File: src/rtl/dmem_ctrl_if.sv
// Requester and memory-side bundle for the data memory controller.
// Two requester ports share one word-wide, single-port memory.
interface dmem_ctrl_if #(
  parameter int ADDR_WIDTH = 32,
  parameter int DATA_WIDTH = 32
);
  localparam int BW = DATA_WIDTH / 8;

  logic [1:0]                 req_i;
  logic [1:0][ADDR_WIDTH-1:0] addr_i;
  logic [1:0]                 we_i;
  logic [1:0][BW-1:0]         be_i;
  logic [1:0][DATA_WIDTH-1:0] wdata_i;
  logic [1:0]                 gnt_o;
  logic [1:0]                 rvalid_o;
  logic [DATA_WIDTH-1:0]      rdata_o;
  logic                       mem_en_o;
  logic [ADDR_WIDTH-1:0]      mem_addr_o;
  logic                       mem_we_o;
  logic [DATA_WIDTH-1:0]      mem_wdata_o;
  logic [DATA_WIDTH-1:0]      mem_rdata_i;

  modport slave (
    input  req_i, addr_i, we_i, be_i, wdata_i,
    input  mem_rdata_i,
    output gnt_o, rvalid_o, rdata_o,
    output mem_en_o, mem_addr_o, mem_we_o, mem_wdata_o
  );

  modport master (
    output req_i, addr_i, we_i, be_i, wdata_i,
    output mem_rdata_i,
    input  gnt_o, rvalid_o, rdata_o,
    input  mem_en_o, mem_addr_o, mem_we_o, mem_wdata_o
  );
endinterface

File: src/rtl/dmem_ctrl.sv
// Round-robin two-port arbiter with read-modify-write for sub-word stores
// in front of a single-port, full-word-write data memory.
module dmem_ctrl #(
  parameter int ADDR_WIDTH = 32,
  parameter int DATA_WIDTH = 32
) (
  input logic       clk_i,
  input logic       rst_ni,
  dmem_ctrl_if.slave bus
);
  localparam int BW = DATA_WIDTH / 8;

  typedef enum logic {IDLE, MERGE} state_e;

  state_e                state_q, state_d;
  logic                  last_q, last_d;
  logic [1:0]            rvalid_q, rvalid_d;
  logic [ADDR_WIDTH-1:0] addr_q, addr_d;
  logic [BW-1:0]         be_q, be_d;
  logic [DATA_WIDTH-1:0] wdata_q, wdata_d;

  logic                  sel;
  logic [ADDR_WIDTH-1:0] waddr;
  logic [BW-1:0]         sbe;
  logic                  swe;
  logic                  is_rd, is_full, is_none, is_part;
  logic [DATA_WIDTH-1:0] merged;

  logic [1:0]            gnt;
  logic                  en, we;
  logic [ADDR_WIDTH-1:0] maddr;
  logic [DATA_WIDTH-1:0] mwdata;

  logic unused_lsb;
  assign unused_lsb = ^{bus.addr_i[0][1:0], bus.addr_i[1][1:0]};

  assign sel   = (&bus.req_i) ? ~last_q : bus.req_i[1];
  assign waddr = {bus.addr_i[sel][ADDR_WIDTH-1:2], 2'b00};
  assign sbe   = bus.be_i[sel];
  assign swe   = bus.we_i[sel];

  assign is_rd   = ~swe;
  assign is_full = swe & (&sbe);
  assign is_none = swe & ~(|sbe);
  assign is_part = swe & ~(&sbe) & (|sbe);

  always_comb begin
    merged = '0;
    for (int k = 0; k < BW; k++) begin
      merged[8*k +: 8] = be_q[k] ? wdata_q[8*k +: 8]
                                 : bus.mem_rdata_i[8*k +: 8];
    end
  end

  always_comb begin
    gnt      = '0;
    en       = 1'b0;
    we       = 1'b0;
    maddr    = '0;
    mwdata   = '0;
    state_d  = state_q;
    last_d   = last_q;
    rvalid_d = '0;
    addr_d   = addr_q;
    be_d     = be_q;
    wdata_d  = wdata_q;
    unique case (state_q)
      IDLE: begin
        if (|bus.req_i) begin
          gnt[sel] = 1'b1;
          last_d   = sel;
          unique case (1'b1)
            is_rd: begin
              en            = 1'b1;
              maddr         = waddr;
              rvalid_d[sel] = 1'b1;
            end
            is_full: begin
              en     = 1'b1;
              we     = 1'b1;
              maddr  = waddr;
              mwdata = bus.wdata_i[sel];
            end
            is_none: ;
            is_part: begin
              en      = 1'b1;
              maddr   = waddr;
              addr_d  = waddr;
              be_d    = sbe;
              wdata_d = bus.wdata_i[sel];
              state_d = MERGE;
            end
            default: ;
          endcase
        end
      end
      MERGE: begin
        en      = 1'b1;
        we      = 1'b1;
        maddr   = addr_q;
        mwdata  = merged;
        state_d = IDLE;
      end
      default: state_d = IDLE;
    endcase
  end

  always_ff @(posedge clk_i or negedge rst_ni) begin
    if (!rst_ni) begin
      state_q  <= IDLE;
      last_q   <= 1'b1;
      rvalid_q <= '0;
      addr_q   <= '0;
      be_q     <= '0;
      wdata_q  <= '0;
    end else begin
      state_q  <= state_d;
      last_q   <= last_d;
      rvalid_q <= rvalid_d;
      addr_q   <= addr_d;
      be_q     <= be_d;
      wdata_q  <= wdata_d;
    end
  end

  // Memory-facing outputs are combinational, so hold them quiet in reset.
  assign bus.gnt_o       = rst_ni ? gnt : 2'b00;
  assign bus.mem_en_o    = rst_ni & en;
  assign bus.mem_we_o    = rst_ni & we;
  assign bus.mem_addr_o  = rst_ni ? maddr : '0;
  assign bus.mem_wdata_o = rst_ni ? mwdata : '0;
  assign bus.rvalid_o    = rvalid_q;
  assign bus.rdata_o     = bus.mem_rdata_i;
endmodule

File: src/flat_wrapper.sv
// flat-port wrapper written by rule: the top's interface ports become plain ports
module dmem_ctrl_flat 
#(
  parameter int ADDR_WIDTH = 32,
  parameter int DATA_WIDTH = 32
)
  (clk_i, rst_ni, bus_req_i, bus_addr_i, bus_we_i, bus_be_i, bus_wdata_i, bus_mem_rdata_i, bus_gnt_o, bus_rvalid_o, bus_rdata_o, bus_mem_en_o, bus_mem_addr_o, bus_mem_we_o, bus_mem_wdata_o);
  dmem_ctrl_if #(.ADDR_WIDTH(ADDR_WIDTH), .DATA_WIDTH(DATA_WIDTH)) bus_i ();
  input logic clk_i;
  input logic rst_ni;
  input wire logic [$bits(bus_i.req_i)-1:0] bus_req_i;
  input wire logic [$bits(bus_i.addr_i)-1:0] bus_addr_i;
  input wire logic [$bits(bus_i.we_i)-1:0] bus_we_i;
  input wire logic [$bits(bus_i.be_i)-1:0] bus_be_i;
  input wire logic [$bits(bus_i.wdata_i)-1:0] bus_wdata_i;
  input wire logic [$bits(bus_i.mem_rdata_i)-1:0] bus_mem_rdata_i;
  output wire logic [$bits(bus_i.gnt_o)-1:0] bus_gnt_o;
  output wire logic [$bits(bus_i.rvalid_o)-1:0] bus_rvalid_o;
  output wire logic [$bits(bus_i.rdata_o)-1:0] bus_rdata_o;
  output wire logic [$bits(bus_i.mem_en_o)-1:0] bus_mem_en_o;
  output wire logic [$bits(bus_i.mem_addr_o)-1:0] bus_mem_addr_o;
  output wire logic [$bits(bus_i.mem_we_o)-1:0] bus_mem_we_o;
  output wire logic [$bits(bus_i.mem_wdata_o)-1:0] bus_mem_wdata_o;
  assign bus_i.req_i = bus_req_i;
  assign bus_i.addr_i = bus_addr_i;
  assign bus_i.we_i = bus_we_i;
  assign bus_i.be_i = bus_be_i;
  assign bus_i.wdata_i = bus_wdata_i;
  assign bus_i.mem_rdata_i = bus_mem_rdata_i;
  assign bus_gnt_o = bus_i.gnt_o;
  assign bus_rvalid_o = bus_i.rvalid_o;
  assign bus_rdata_o = bus_i.rdata_o;
  assign bus_mem_en_o = bus_i.mem_en_o;
  assign bus_mem_addr_o = bus_i.mem_addr_o;
  assign bus_mem_we_o = bus_i.mem_we_o;
  assign bus_mem_wdata_o = bus_i.mem_wdata_o;
  dmem_ctrl #(.ADDR_WIDTH(ADDR_WIDTH), .DATA_WIDTH(DATA_WIDTH)) u_core (.clk_i(clk_i), .rst_ni(rst_ni), .bus(bus_i));
endmodule
File: config.mk
export PLATFORM = sky130hd
export DESIGN_NAME = dmem_ctrl_flat
export DESIGN_NICKNAME = d
export VERILOG_FILES = /design/src/rtl/dmem_ctrl_if.sv /design/src/rtl/dmem_ctrl.sv /design/src/flat_wrapper.sv
export SDC_FILE = /design/constraint.sdc
export NUM_CORES = 1
export LEC_CHECK = 0
export ABC_AREA = 1
export BUFFER_PORTS_ARGS = -buffer_cell sky130_fd_sc_hd__buf_4
export CORE_MARGIN = 2
export CORE_UTILIZATION = 52
export DETAILED_ROUTE_END_ITERATION = 10
export GPL_TIMING_DRIVEN = 0
export HOLD_SLACK_MARGIN = 0.08
export PLACE_DENSITY = 0.88
export SLEW_MARGIN = 0
export SYNTH_ARGS = -nofsm -noshare
export SYNTH_HDL_FRONTEND = slang
export SYNTH_SLANG_ARGS = --single-unit
File: constraint.sdc
create_clock -name clk_i -period 3.8 [get_ports clk_i]
set_input_delay 0.19 -clock clk_i [delete_from_list [all_inputs] [get_ports clk_i]]
set_output_delay 0.19 -clock clk_i [all_outputs]
set_load 0.1 [all_outputs]
==> summary by stage <==
Critical path
The beginning of the worst register-to-register path is u_core.last_q$_DFFE_PN1P_. Together, buffers and inverters on the worst path number 6. The flop-to-flop setup slack is 1.85 ns. Among cell families on the critical path, the largest total delay comes from buffers and inverters. For this run, the slowest stage of the critical path takes 0.67 ns. The data required time at the worst endpoint is 3.61 ns. The maximum fanout count along the critical path is 71. The cell with the biggest individual delay on the critical path is sky130_fd_sc_hd__buf_4.

The cell depth of the worst setup path is 7. The worst setup path is launched from an input pin. The worst setup path is captured at a primary output. The endpoint identified for the worst register-to-register timing path is u_core.wdata_q[8]$_DFFE_PN0P_. The worst setup path category is in -> out. Data arrives at the worst endpoint at 2.83 ns. Walking the worst path, the cells encountered are dlygate4sd3_1 > buf_4 > inv_1 > clkbuf_1 > clkbuf_1 > a21oi_1 > buf_4.

Counting cells, the worst reg-to-reg path comes to 10.

Die
The initial utilization of the core area, before any placement, comes to 52.85%. The height of the die is 111.3 um. The site row count is 39. For this design the top-level I/O count stands at 276. The total area inside the core boundary comes to 11,320 um^2. The floorplan step set the die width to 111.3 um. The die covers 12,380 um^2.

Clocking
Buffers inserted to repair hold after CTS numbered 1. In this run the deepest clock path goes through 2 buffers. The number of sinks on the clock net is 70. The library cell used as clock root buffer is sky130_fd_sc_hd__clkbuf_16. The number of buffers inserted during clock tree synthesis is 9. The worst-skew pair later-pin latency is 0.34 ns. TritonCTS built the clock tree. The CTS clock-pin slew for the worst setup and hold paths is 0.06 ns.

After clock tree synthesis, the setup repair step added 0 buffers. The number of gates resized after CTS was 0. The number of levels the H-tree was split into is 3.

Flow run
Across the run, the number of max-cap violations was 0.

Yosys
The synthesized design contains 70 register bits. Synthesis handed over a netlist of 970 instances. Averaged over all synthesized cells, the footprint is 6.168 um^2. By area the synthesized netlist is led by sky130_fd_sc_hd__dfrtp_1, sky130_fd_sc_hd__nand2_1, sky130_fd_sc_hd__a21oi_1, sky130_fd_sc_hd__nand4_1, sky130_fd_sc_hd__inv_1. The area share of the leading cell type in the synthesized netlist is 28.86%.

The yosys synthesis warning count is 0. The sequential area share after synthesis is 29.30%. The netlist area before placement is 5983 um^2. Synthesis instantiated 25 different standard cells from the library. The library cell occupying the most area in the post-synthesis netlist is sky130_fd_sc_hd__dfrtp_1.

Worst hold path
The tightest min-delay check is of the in -> reg type. The path with the worst hold slack has its endpoint at u_core.bus.rvalid_o[0]$_DFF_PN0_. The hold path startpoint is bus_we_i[0]. The count of cells along the worst hold path is 4.

STA
The final clock period utilization by the worst path is 79.42%. The transition at the pin with the smallest max-transition slack is 0.9038 ns. The final critical-path setup slack is 0.7819 ns. Setup total negative slack on the finished layout was measured at 0 ns. The setup violation total in the final timing report is 0. The final count of pins violating max slew was 0.

Setup repair after global routing left no endpoint under its margin. The number of failing hold endpoints at the final stage is 0. The final critical path time including I/O delays and setup is 3.018 ns. Derived from the worst setup path, the maximum achievable clock frequency is 331.3 MHz. The final worst clock skew is 0.009956 ns. The worst pin sits at a relative slew slack of 39.74%.

Layout
Of the cells placed in the final design, the portion with a size suffix greater than 1 is 31.05%. The number of antenna diodes in the final layout is 0. The area growth from synthesis to layout is 41.51%. The post-layout instance count excluding filler cells is 1,399.

The final instance area is 8467 um^2. Fill cells in the final layout number 999. The area occupied by registers is 1753 um^2. In the final layout, the multi-input gates occupy 3134 um^2. In the final design database the tool counted 1,425 nets.

Route
The average vias per placed instance is 5.194. The average routed wire per standard cell is 14.23 um. The detailed router finished its first iteration with 559 violations. Summing over every cut layer, the via total after detailed routing is 7,266. The count of unresolved DRC violations after routing is 0. The number of search-and-repair iterations in the first detailed-routing pass is 6. The final layout contains routed wiring with a total length of 19,910 um. The number of routed nets with antenna violations is 0.

Run status
The flow ran to the end, and the final reports show no timing, DRC or antenna violations.

Placed design
Before CTS, the worst setup slack after placement is 1.307 ns. Once placement finished, the instance area stood at 8178 um^2. Detailed placement finished with a half-perimeter wire length of 15,200 um. The final weighted congestion in routability-driven placement is 0.8955. The total placed cells including tap cells is 1,382. In this run the tool buffered the top-level ports with 268 buffer cells.

Global routing
Entering global routing, the biggest net connects 72 pins. The first global-routing pass estimated 31,920 um of wire. The initial antenna violation count is 0. After global routing the overflow that remains totals 0. The via count of the first global-routing pass was 6,779. Global routing used 31.50% of the available tracks across all layers.

Power
The analysis attributes to cell leakage a power of 4.738 nW. Dividing total power by cell area gives a power density of 524.5 nW/um^2. The worst vdd rail ir drop is 0.2913 mV.
-- kinds of logic after synthesis --
| group | synth area share [%] |
|---|---|
| other cells | 0.06268 |
| buf+inv | 18.38 |
| simple gates | 36.37 |
| flops | 29.30 |
| compound gates | 15.89 |
-- cells in the mapped netlist (all sizes together) --
library cell / number
nand3b: 3
inv: 105
nand2: 339
and2: 1
conb: 1
clkbuf: 26
dfrtp: 69
o21ai: 64
nor3: 1
nand3: 39
buf: 88
nand4: 66
nor2: 40
or2: 1
dfstp: 1
a21oi: 126
-- area by class of cell --
type	instances	area share, %
multi-input cells	682	37.02
repair buffers	269	23.88
flip-flops and latches	70	20.70
plain buffers	114	8.335
inverters	105	4.655
clock buffers	14	2.882
well taps	143	2.113
clock inverters	2	0.4138
-- cells in the final DEF, fill, tap and decap left out, drive strengths merged, types with 2 or more instances in the layout --
| cell type | instances |
|---|---|
| nand3 | 39 |
| clkbuf | 40 |
| a21oi | 126 |
| o21ai | 64 |
| conb | 2 |
| buf | 356 |
| nand3b | 3 |
| nand4 | 66 |
| nor2 | 40 |
| nand2 | 339 |
| dfrtp | 69 |
| inv | 105 |
-- registers in the layout, summed over array words and instances (netlist names) --
| register | flops |
|---|---|
| u_core.wdata_q | 32 |
| u_core.addr_q | 30 |
| u_core.be_q | 4 |
| u_core.bus.rvalid_o | 2 |
| u_core.last_q | 1 |
| u_core.state_q | 1 |
-- report_power, final --
part,internal (W),switching [W],total [W]
logic,0.000694,0.00174,0.00243
clock network,0.000508,0.000306,0.000815
registers,0.00104,0.000155,0.00119
-- layer usage --
| layer | global-route usage [%] | wire [um] | vias up |
|---|---|---|---|
| li1 | - | - | 3640 |
| met2 | 55.45 | 9748 | 320 |
| met1 | 37.87 | 7999 | 3271 |
| met5 | 0 | 0 | - |
| met4 | 13.09 | 541 | 0 |
| met3 | 5.686 | 1618 | 35 |
-- worst max path at each step --
stage	startpoint	to	slack, ns
3_5_place_dp	rst_ni	bus_mem_wdata_o[22]	1.31
3_3_place_gp	rst_ni	bus_mem_addr_o[8]	1.32
6_report	rst_ni	bus_mem_wdata_o[29]	0.78
5_1_grt	rst_ni	bus_mem_wdata_o[20]	0.50
2_1_floorplan	u_core.last_q$_DFFE_PN1P_	bus_gnt_o[0]	0.49
4_1_cts	rst_ni	bus_mem_wdata_o[29]	0.76
-- through the flow --
stage	util, %	hold slack, ns	power, W
after floorplan	-	-0.1056	0.003000
after global placement	72.24	0.3608	0.003572
after detailed placement	72.24	0.3698	0.003618
after CTS	74.79	0.1394	0.004437
after global routing	74.79	0.1526	0.004704
final	74.79	0.1385	0.004441
-- worst min-delay path, stage by stage --
cell and delay, ns:
sky130_fd_sc_hd__buf_4 0.08, sky130_fd_sc_hd__inv_1 0.05, sky130_fd_sc_hd__nand2_4 0.08, sky130_fd_sc_hd__nor2_1 0.05
Power figures use the tool's default switching activity.
